**src/rtl/trinita_io_pkg.sv**
```systemverilog
// Shared constants for the APB I/O controller: decode widths and register word indices.
package trinita_io_pkg;

  localparam int unsigned DEC_W     = 6;
  localparam int unsigned DUTY_W    = 8;
  localparam int unsigned PRESC_W   = 16;
  localparam int unsigned DUTY_BASE = 8;

  // Word indices (PADDR[7:2]) of the register map.
  typedef enum logic [DEC_W-1:0] {
    REG_OUT_DATA  = 6'h00,
    REG_IN_DATA   = 6'h01,
    REG_EDGE_STAT = 6'h02,
    REG_IRQ_EN    = 6'h03,
    REG_EDGE_MODE = 6'h04,
    REG_PWM_EN    = 6'h05,
    REG_PRESC     = 6'h06,
    REG_DUTY0     = 6'h08
  } reg_idx_e;

endpackage

```
**src/rtl/io_debounce.sv**
```systemverilog
// One input channel: 2-FF synchroniser, stability counter, debounced level and edge pulses.
module io_debounce
  import trinita_io_pkg::*;
#(
  parameter int unsigned DEB_CYCLES = 50000
) (
  input  logic i_clk,
  input  logic i_rst_n,
  input  logic i_in,
  output logic o_state,
  output logic o_rise,
  output logic o_fall
);

  localparam int unsigned    CW   = (DEB_CYCLES > 1) ? $clog2(DEB_CYCLES) : 1;
  localparam logic [CW-1:0]  LAST = CW'(DEB_CYCLES - 1);

  logic          r_s1;
  logic          r_s2;
  logic          r_state;
  logic [CW-1:0] r_cnt;
  logic          w_diff;
  logic          w_flip;

  assign w_diff = r_s2 ^ r_state;
  assign w_flip = w_diff && (r_cnt == LAST);

  always_ff @(posedge i_clk or negedge i_rst_n) begin
    if (!i_rst_n) begin
      r_s1    <= 1'b0;
      r_s2    <= 1'b0;
      r_state <= 1'b0;
      r_cnt   <= '0;
    end else begin
      r_s1 <= i_in;
      r_s2 <= r_s1;
      if (!w_diff) begin
        r_cnt <= '0;
      end else if (w_flip) begin
        r_cnt   <= '0;
        r_state <= ~r_state;
      end else begin
        r_cnt <= r_cnt + 1'b1;
      end
    end
  end

  // Pulses are combinational so edge capture lands on the same edge as the level flip.
  assign o_state = r_state;
  assign o_rise  = w_flip & ~r_state;
  assign o_fall  = w_flip & r_state;

endmodule

```
**src/rtl/apb_io_ctrl.sv**
```systemverilog
// APB3 I/O controller: LED outputs with per-channel PWM dimming, debounced inputs with edge IRQ.
module apb_io_ctrl
  import trinita_io_pkg::*;
#(
  parameter int unsigned N_OUT      = 8,
  parameter int unsigned N_IN       = 1,
  parameter int unsigned DEB_CYCLES = 50000
) (
  input  logic              io_systemClk,
  input  logic              io_asyncResetn,
  input  logic [15:0]       io_apbSlave_0_PADDR,
  input  logic              io_apbSlave_0_PSEL,
  input  logic              io_apbSlave_0_PENABLE,
  input  logic              io_apbSlave_0_PWRITE,
  input  logic [31:0]       io_apbSlave_0_PWDATA,
  output logic [31:0]       io_apbSlave_0_PRDATA,
  output logic              io_apbSlave_0_PREADY,
  output logic              io_apbSlave_0_PSLVERROR,
  input  logic [N_IN-1:0]   i_in,
  output logic [N_OUT-1:0]  o_out,
  output logic              o_irq
);

  logic [N_OUT-1:0]   r_out_data;
  logic [N_OUT-1:0]   r_pwm_en;
  logic [N_IN-1:0]    r_edge_stat;
  logic [N_IN-1:0]    r_irq_en;
  logic [N_IN-1:0]    r_edge_mode;
  logic [PRESC_W-1:0] r_presc;
  logic [PRESC_W-1:0] r_pcnt;
  logic [DUTY_W-1:0]  r_phase;
  logic [DUTY_W-1:0]  r_duty [N_OUT];
  logic [N_OUT-1:0]   r_out;
  logic               r_irq;

  logic               w_acc;
  logic               w_wr;
  logic [DEC_W-1:0]   w_idx;
  logic               w_mapped;
  logic               w_tick;
  logic [N_IN-1:0]    w_in_db;
  logic [N_IN-1:0]    w_rise;
  logic [N_IN-1:0]    w_fall;
  logic [N_IN-1:0]    w_clr;
  logic [N_OUT-1:0]   w_out_next;
  logic [31:0]        w_rdata;
  logic               w_unused;

  assign w_acc    = io_apbSlave_0_PSEL & io_apbSlave_0_PENABLE;
  assign w_wr     = w_acc & io_apbSlave_0_PWRITE;
  assign w_idx    = io_apbSlave_0_PADDR[7:2];
  assign w_mapped = (w_idx <= REG_PRESC) ||
                    ((w_idx >= REG_DUTY0) && (w_idx < DEC_W'(DUTY_BASE + N_OUT)));
  assign w_tick   = (r_pcnt == r_presc);
  assign w_clr    = (w_wr && w_idx == REG_EDGE_STAT) ? io_apbSlave_0_PWDATA[N_IN-1:0] : '0;
  assign w_unused = ^{io_apbSlave_0_PADDR[15:8], io_apbSlave_0_PADDR[1:0], io_apbSlave_0_PWDATA};

  for (genvar g = 0; g < N_IN; g++) begin : g_deb
    io_debounce #(.DEB_CYCLES(DEB_CYCLES)) u_deb (
      .i_clk   (io_systemClk),
      .i_rst_n (io_asyncResetn),
      .i_in    (i_in[g]),
      .o_state (w_in_db[g]),
      .o_rise  (w_rise[g]),
      .o_fall  (w_fall[g])
    );
  end

  always_comb begin
    w_out_next = '0;
    for (int unsigned i = 0; i < N_OUT; i++) begin
      w_out_next[i] = r_out_data[i] & (r_pwm_en[i] ? (r_phase < r_duty[i]) : 1'b1);
    end
  end

  always_comb begin
    w_rdata = '0;
    if (w_acc) begin
      case (w_idx)
        REG_OUT_DATA:  w_rdata[N_OUT-1:0]   = r_out_data;
        REG_IN_DATA:   w_rdata[N_IN-1:0]    = w_in_db;
        REG_EDGE_STAT: w_rdata[N_IN-1:0]    = r_edge_stat;
        REG_IRQ_EN:    w_rdata[N_IN-1:0]    = r_irq_en;
        REG_EDGE_MODE: w_rdata[N_IN-1:0]    = r_edge_mode;
        REG_PWM_EN:    w_rdata[N_OUT-1:0]   = r_pwm_en;
        REG_PRESC:     w_rdata[PRESC_W-1:0] = r_presc;
        default: begin
          for (int unsigned i = 0; i < N_OUT; i++) begin
            if (w_idx == DEC_W'(DUTY_BASE + i)) w_rdata[DUTY_W-1:0] = r_duty[i];
          end
        end
      endcase
    end
  end

  always_ff @(posedge io_systemClk or negedge io_asyncResetn) begin
    if (!io_asyncResetn) begin
      r_out_data  <= '0;
      r_pwm_en    <= '0;
      r_edge_stat <= '0;
      r_irq_en    <= '0;
      r_edge_mode <= '0;
      r_presc     <= '0;
      r_pcnt      <= '0;
      r_phase     <= '0;
      r_out       <= '0;
      r_irq       <= 1'b0;
      for (int unsigned i = 0; i < N_OUT; i++) r_duty[i] <= '0;
    end else begin
      if (w_wr) begin
        case (w_idx)
          REG_OUT_DATA:  r_out_data  <= io_apbSlave_0_PWDATA[N_OUT-1:0];
          REG_IRQ_EN:    r_irq_en    <= io_apbSlave_0_PWDATA[N_IN-1:0];
          REG_EDGE_MODE: r_edge_mode <= io_apbSlave_0_PWDATA[N_IN-1:0];
          REG_PWM_EN:    r_pwm_en    <= io_apbSlave_0_PWDATA[N_OUT-1:0];
          REG_PRESC:     r_presc     <= io_apbSlave_0_PWDATA[PRESC_W-1:0];
          default: ;
        endcase
      end
      for (int unsigned i = 0; i < N_OUT; i++) begin
        if (w_wr && w_idx == DEC_W'(DUTY_BASE + i)) r_duty[i] <= io_apbSlave_0_PWDATA[DUTY_W-1:0];
      end
      // New edges are OR-ed after the clear so a same-cycle set survives W1C.
      r_edge_stat <= (r_edge_stat & ~w_clr) | w_rise | (w_fall & r_edge_mode);
      if (w_wr && w_idx == REG_PRESC) r_pcnt <= '0;
      else if (w_tick)                r_pcnt <= '0;
      else                            r_pcnt <= r_pcnt + 1'b1;
      if (w_tick) r_phase <= r_phase + 1'b1;
      r_out <= w_out_next;
      r_irq <= |(r_edge_stat & r_irq_en);
    end
  end

  assign io_apbSlave_0_PRDATA    = w_rdata;
  assign io_apbSlave_0_PREADY    = 1'b1;
  assign io_apbSlave_0_PSLVERROR = w_acc & ~w_mapped;
  assign o_out                   = r_out;
  assign o_irq                   = r_irq;

endmodule

```
**config.mk**
```make
export PLATFORM = sky130hd
export DESIGN_NAME = apb_io_ctrl
export DESIGN_NICKNAME = d
export VERILOG_FILES = /design/src/rtl/trinita_io_pkg.sv /design/src/rtl/io_debounce.sv /design/src/rtl/apb_io_ctrl.sv
export SDC_FILE = /design/constraint.sdc
export NUM_CORES = 1
export LEC_CHECK = 0
export ABC_AREA = 1
export CORE_MARGIN = 5
export CORE_UTILIZATION = 45
export DETAILED_ROUTE_END_ITERATION = 8
export GPL_ROUTABILITY_DRIVEN = 1
export MAX_ROUTING_LAYER = met4
export PLACE_DENSITY_LB_ADDON = 0.3
export SETUP_SLACK_MARGIN = 0.4
export SLEW_MARGIN = 0
export SYNTH_ARGS = -nofsm -noshare
export SYNTH_HDL_FRONTEND = slang
export SYNTH_HIERARCHICAL = 1
export SYNTH_SLANG_ARGS = --single-unit
```
**constraint.sdc**
```tcl
create_clock -name io_systemClk -period 4.3 [get_ports io_systemClk]
set_input_delay 1.29 -clock io_systemClk [delete_from_list [all_inputs] [get_ports io_systemClk]]
set_output_delay 1.29 -clock io_systemClk [all_outputs]
set_load 0.02 [all_outputs]
```
# Word-level counts from Yosys, hierarchy flattened
# Cells that the tools add are included.
# Widths: inputs -> output; s select.
dict set report totals {
  reg_bits 151
  wordCells 120
}
dict set report op_classes {
  add_sub_neg 3
  magnitude_cmp 11
  eq_ne 16
  muxes 25
  n_bitwise 22
  reduce_logical 21
}
# cell count
set op_table {}
lappend op_table {{$mux 16} 5}
lappend op_table {{$mux 8} 9}
lappend op_table {{$lt 8x8->1} 8}
lappend op_table {{$eq 6x4->1 const B} 8}
lappend op_table {{$add 16x1->16 const B} 2}
lappend op_table {{$pmux 7 s4} 1}
lappend op_table {{$eq 6x3->1 const B} 3}
lappend op_table {{$and 1x1->1} 16}
lappend op_table {{$eq 16x16->1} 1}
lappend op_table {{$eq 16x16->1 const B} 1}
lappend op_table {{$eq 6x2->1 const B} 2}
lappend op_table {{$logic_and 1x1->1} 12}
lappend op_table {{$reduce_and 2->1} 6}
lappend op_table {{$mux 1} 9}
lappend op_table {{$add 8x1->8 const B} 1}
lappend op_table {{$pmux 1 s7} 1}
lappend op_table {{$eq 6x1->1 const B} 1}
lappend op_table {{$ge 6x4->1 const B} 1}
lappend op_table {{$le 6x3->1 const B} 1}
lappend op_table {{$logic_not 6->1} 1}
lappend op_table {{$lt 6x5->1 const B} 1}
lappend op_table {{$reduce_or 4->1} 1}
lappend op_table {{$not 1->1} 3}
lappend op_table {{$or 1x1->1} 2}
lappend op_table {{other kinds (2)} 2}

# Longest topological paths before layout
dict set report logic_depth {
  word_depth 11
  depth_mapped 12
  ltp_nobuf 11
}

# By module
# The synthesis kept the hierarchy.
# mod n_inst cells_per_inst area_each_um2
set modules_own_cells {}
lappend modules_own_cells {apb_io_ctrl 1 986 7901.3}
lappend modules_own_cells {io_debounce 1 138 1088.5}

# Worst setup path before layout
# Ideal clock, no wire load.
dict set report synth_timing {
  path_type {input port to output port}
  startpoint {input port io_apbSlave_0_PADDR[6]}
  endpoint {output port io_apbSlave_0_PRDATA[0]}
  arrival_time_ps 2492
  setup_slack_ps 518
  stages 12
  path_buffers 1
  cell_sequence {inv_1 nand2_1 nor3_4 nand2_4 buf_6 clkinv_4 nand2_1 nand2_1 nor2_1 nand2_1 nand2_1 nor2_1}
}
dict set report synth_via {
  elab_chain_cells 11
  word_cells_on_any_way 25
}
# element line
set synth_rtl {}
lappend synth_rtl {{start: declaration} apb_io_ctrl.sv:11} ;# input logic [15:0] io_apbSlave_0_PADDR,
lappend synth_rtl {{$eq 6x4->1} apb_io_ctrl.sv:89} ;# if (w_idx == DEC_W'(DUTY_BASE + i)) w_rdata[DUTY_W-1:0] = r_duty[i];
lappend synth_rtl {{$mux 8 (8 in series)} apb_io_ctrl.sv:89}
lappend synth_rtl {{$pmux 1 s7 (*)} apb_io_ctrl.sv:79} ;# case (w_idx)
lappend synth_rtl {{$mux 16 (*)} apb_io_ctrl.sv:78} ;# if (w_acc) begin
lappend synth_rtl {{end: declaration} apb_io_ctrl.sv:16} ;# output logic [31:0] io_apbSlave_0_PRDATA,
# Mark *: on every way between the ends. The rest lies on a longest branch, timed or not.

# Worst setup path in the final report
dict set report layout_timing {
  startpoint {input port io_apbSlave_0_PADDR[2]}
  endpoint {output port io_apbSlave_0_PRDATA[5]}
}
dict set report layout_via {
  elab_chain_cells 11
  word_cells_on_any_way 26
}
# element line
set layout_rtl {}
lappend layout_rtl {{$eq 6x4->1} apb_io_ctrl.sv:89}
lappend layout_rtl {{$mux 8 (8 in series)} apb_io_ctrl.sv:89}
lappend layout_rtl {{$pmux 7 s4 (*)} apb_io_ctrl.sv:79}
lappend layout_rtl {{$mux 16 (*)} apb_io_ctrl.sv:78}
# Marks and branches as above.

==> results_dict.tcl <==
set metrics [dict create \
    slew_headroom_pct 49.56 \
    final_cell_mix "282 x nand2_1, 151 x dfrtp_1, 108 x inv_1" \
    synth_top_family_by_area "simple AND/OR/NAND/NOR gates" \
    yosys.cell_types.count 45 \
    clock_sinks 151 \
    drtPass1Iterations 5 \
    area_growth_pct 21.92 \
    setup_tns_ps 0 \
    grt.overflow.total 0 \
    ys_warn_count 6 \
    min_path_type "reg -> reg" \
    tightest_slew_ps 756.6 \
    hold_viol_final 0 \
    synth_xor_xnor_area_share_pct 3.312 \
    grt_pass1_wl_um 39450 \
    cap_violations 0 \
    critPathLaunchType "input pin" \
    vdd_ir_drop_max_uv 281.9 \
    setup_ws_ps 304.9 \
    final_nets 1344 \
    mostFrequentLayoutCell "nand2_1" \
    cts_buffers 17 \
    htreeDepth 4 \
    synth-adder-area-share_pct 8.212 \
    seq_area_frac_synth_pct 42.03 \
    yosys_most_used_dff "dfrtp_1" \
    core_area_um2 19590 \
    hold_ws_ps 357.1 \
    grt_start_max_net_pins 66 \
    leakagePower_uw 0.005047 \
    synth_compound_area_share_pct 12.43 \
    fin_total_pwr_uw 3561 \
    synth_seq_cells 151 \
    fp.dieArea_um2 22900 \
    synthMuxAreaShare_pct 0 \
    cts_tree "done" \
    remaining_drc_errors 0 \
    track_usage_pct 23.03 \
    synth_area_per_cell_um2 7.998 \
    path_delay_family "buffers and inverters" \
    dp_hpwl_um 16980 \
    path_class "in -> out" \
    drive_gt1_share_pct 19.13 \
    yosys.area_share.simple_pct 25.22 \
    status "completed" \
    die_h_um 151.3 \
    final_cell_area_um2 10960 \
    slowest_delay_ps 260 \
    postPlaceCellArea_um2 9950 \
    path_clk_slew_ps 70 \
    crit_required_ps 3010 \
    grt_busiest_layer "met2" \
    fp-row-count 51 \
    fmax_mhz 250.3 \
    path_max_fanout 6 \
    initial_utilization_pct 45.89 \
    die_w_um 151.3 \
    antenna_found_initial 0 \
    clockRootBuffer "clkbuf_16" \
    worst_skew_pair.late_latency_ps 440 \
    cp_cell_sequence "buf_12 > buf_6 > nor3_4 > buf_6 > nand2_8 > nand2_4 > buf_6 > buf_12 > o211ai_1 > nand2_1 > nor2_1 > buf_4" \
    grtUsageMet2_pct 36.52 \
    synth_edf_count 0 \
    power.density_nw_per_um2 324.9 \
    cpMaxStageDelayCell "nor3_4" \
    met3_usage_pct 4.010 \
    n_fill_cell 1782 \
    setup_violations 0 \
    cp.arrival_ps 2710 \
    drtIter0Drc 590 \
    diodes 0 \
    wire_per_inst_um 16.09 \
    clk_path_buf_depth 2 \
    io_buffers 53 \
    routabilityCongestion 0.8679 \
    syn_area_um2 8990 \
    path_common_cell "buf_6" \
    ant_nets 0 \
    routed-via-count 7733 \
    cp_num_buf_inv 6 \
    finalWirelength_um 24280 \
    fin_crit_ps 3995 \
    met1_usage_pct 30.23 \
    clock_skew_ps 9.407 \
    post-route-period-util_pct 92.91 \
    rsz0062_at_grt "true" \
    via_per_inst 5.125 \
    num_io_pins 97 \
    synthCells 1124 \
    synth-async-reset-ratio_pct 100.0 \
    slew_violations 0 \
    grt_pass1_vias 7496 \
    pre_cts_ws_ps -757.4 \
    critPathCaptureType "primary output" \
]
## final timing paths
path	to	slack, ps	startpoint	depth (start not counted)
worst max-delay path	io_apbSlave_0_PRDATA[5]	300	io_apbSlave_0_PADDR[2]	12
worst min-delay path	g_deb[0].u_deb/r_s2	360	g_deb[0].u_deb/r_s1	0
worst max register to register	o_out[1]	2070	r_phase[2]	5
worst min register to register	g_deb[0].u_deb/r_s2	360	g_deb[0].u_deb/r_s1	0
max in group asynchronous	r_pwm_en[5]	2600	io_asyncResetn	2
min in group asynchronous	r_duty[42]	840	io_asyncResetn	1
## per-stage QoR
| step | utilization, % | std cells |
|---|---|---|
| final | 55.95 | 1509 |
| after detailed placement | 50.79 | 1452 |
| after floorplan | - | 1139 |
| after CTS | 55.71 | 1504 |
| after global routing | 55.95 | 1509 |
| after global placement | 50.79 | 1452 |
## cells by family (layout without fill, tap and decap cells)
group           Yosys count  in the layout
compound gates          195            195
xor+xnor                 34             34
fa+ha+maj                59             59
buf+inv                 174            278
flops                   151            151
other cells               2             17
simple gates            509            510
## cell usage after synthesis (10+ instances only)
cell,number,share of area (%)
nand2_1,300,13
dfrtp_1,151,42
inv_1,116,4.8
o21ai_0,92,5.1
nor2_1,78,3.3
ha_1,59,8.2
nand3_1,41,2.3
a21oi_1,40,2.2
nand4_1,29,2.0
xnor2_1,22,2.1
buf_4,18,1.5
nand2_2,17,1.2
buf_2,14,0.78
o21a_1,14,1.2
nor3_1,13,0.72
o21ai_1,13,0.72
xor2_1,12,1.2
nor2_4,10,1.3
## layout make-up
type	count	area (um2)	area share, %
clock buffer	17	425.4	3.881
timing repair buffer	119	1097	10.01
multi-input combinational	815	4696	42.84
sequential	151	3779	34.47
inverter	127	493.0	4.498
clock inverter	15	138.9	1.267
tap	265	331.6	3.025
## layer usage
layer | part of all wire [%] | vias to the layer above
li1 | - | 3836
met1 | 44 | 3631
met2 | 48 | 222
met3 | 5.4 | 44
met4 | 2.5 | 0
met5 | 0 | -
## report_power, final
part,internal (uW),total [uW],switching (uW),leakage (uW)
logic,208,497,288,0.00272
registers,1510,1600,96.2,0.00204
clock network,808,1460,655,0.000281
total,2520,3560,1040,0.00505
## repair_timing
| item | CTS | global route |
|---|---|---|
| cloned | 1 | 0 |
| gates resized for setup | 170 | 30 |
| setup buffers | 19 | 5 |
| hold buffers | 0 | 0 |
| pin swaps | 36 | 23 |
| endpoints found under the setup margin | 17 | 17 |
## worst register-to-register path, delay by kind of cell (launching register included)
family | cells | cell delay, ps
AO/OA/AOI/OAI | 3 | 890
flip-flops | 1 | 670
adder cells (fa/ha/maj) | 1 | 440
AND/OR/NAND/NOR | 1 | 50
## flip-flops by register name, indices dropped and copies added (netlist names)
| register | cells |
|---|---|
| g_deb.u_deb/r_s1 | 1 |
| g_deb.u_deb/o_state | 1 |
| r_edge_mode | 1 |
| r_duty | 64 |
| r_pcnt | 16 |
| r_edge_stat | 1 |
| o_irq | 1 |
| o_out | 8 |
| r_out_data | 8 |
| g_deb.u_deb/r_cnt | 16 |
| r_presc | 16 |
| r_pwm_en | 8 |
| r_phase | 8 |
| g_deb.u_deb/r_s2 | 1 |
| r_irq_en | 1 |
(Power assumes the default switching activity.)
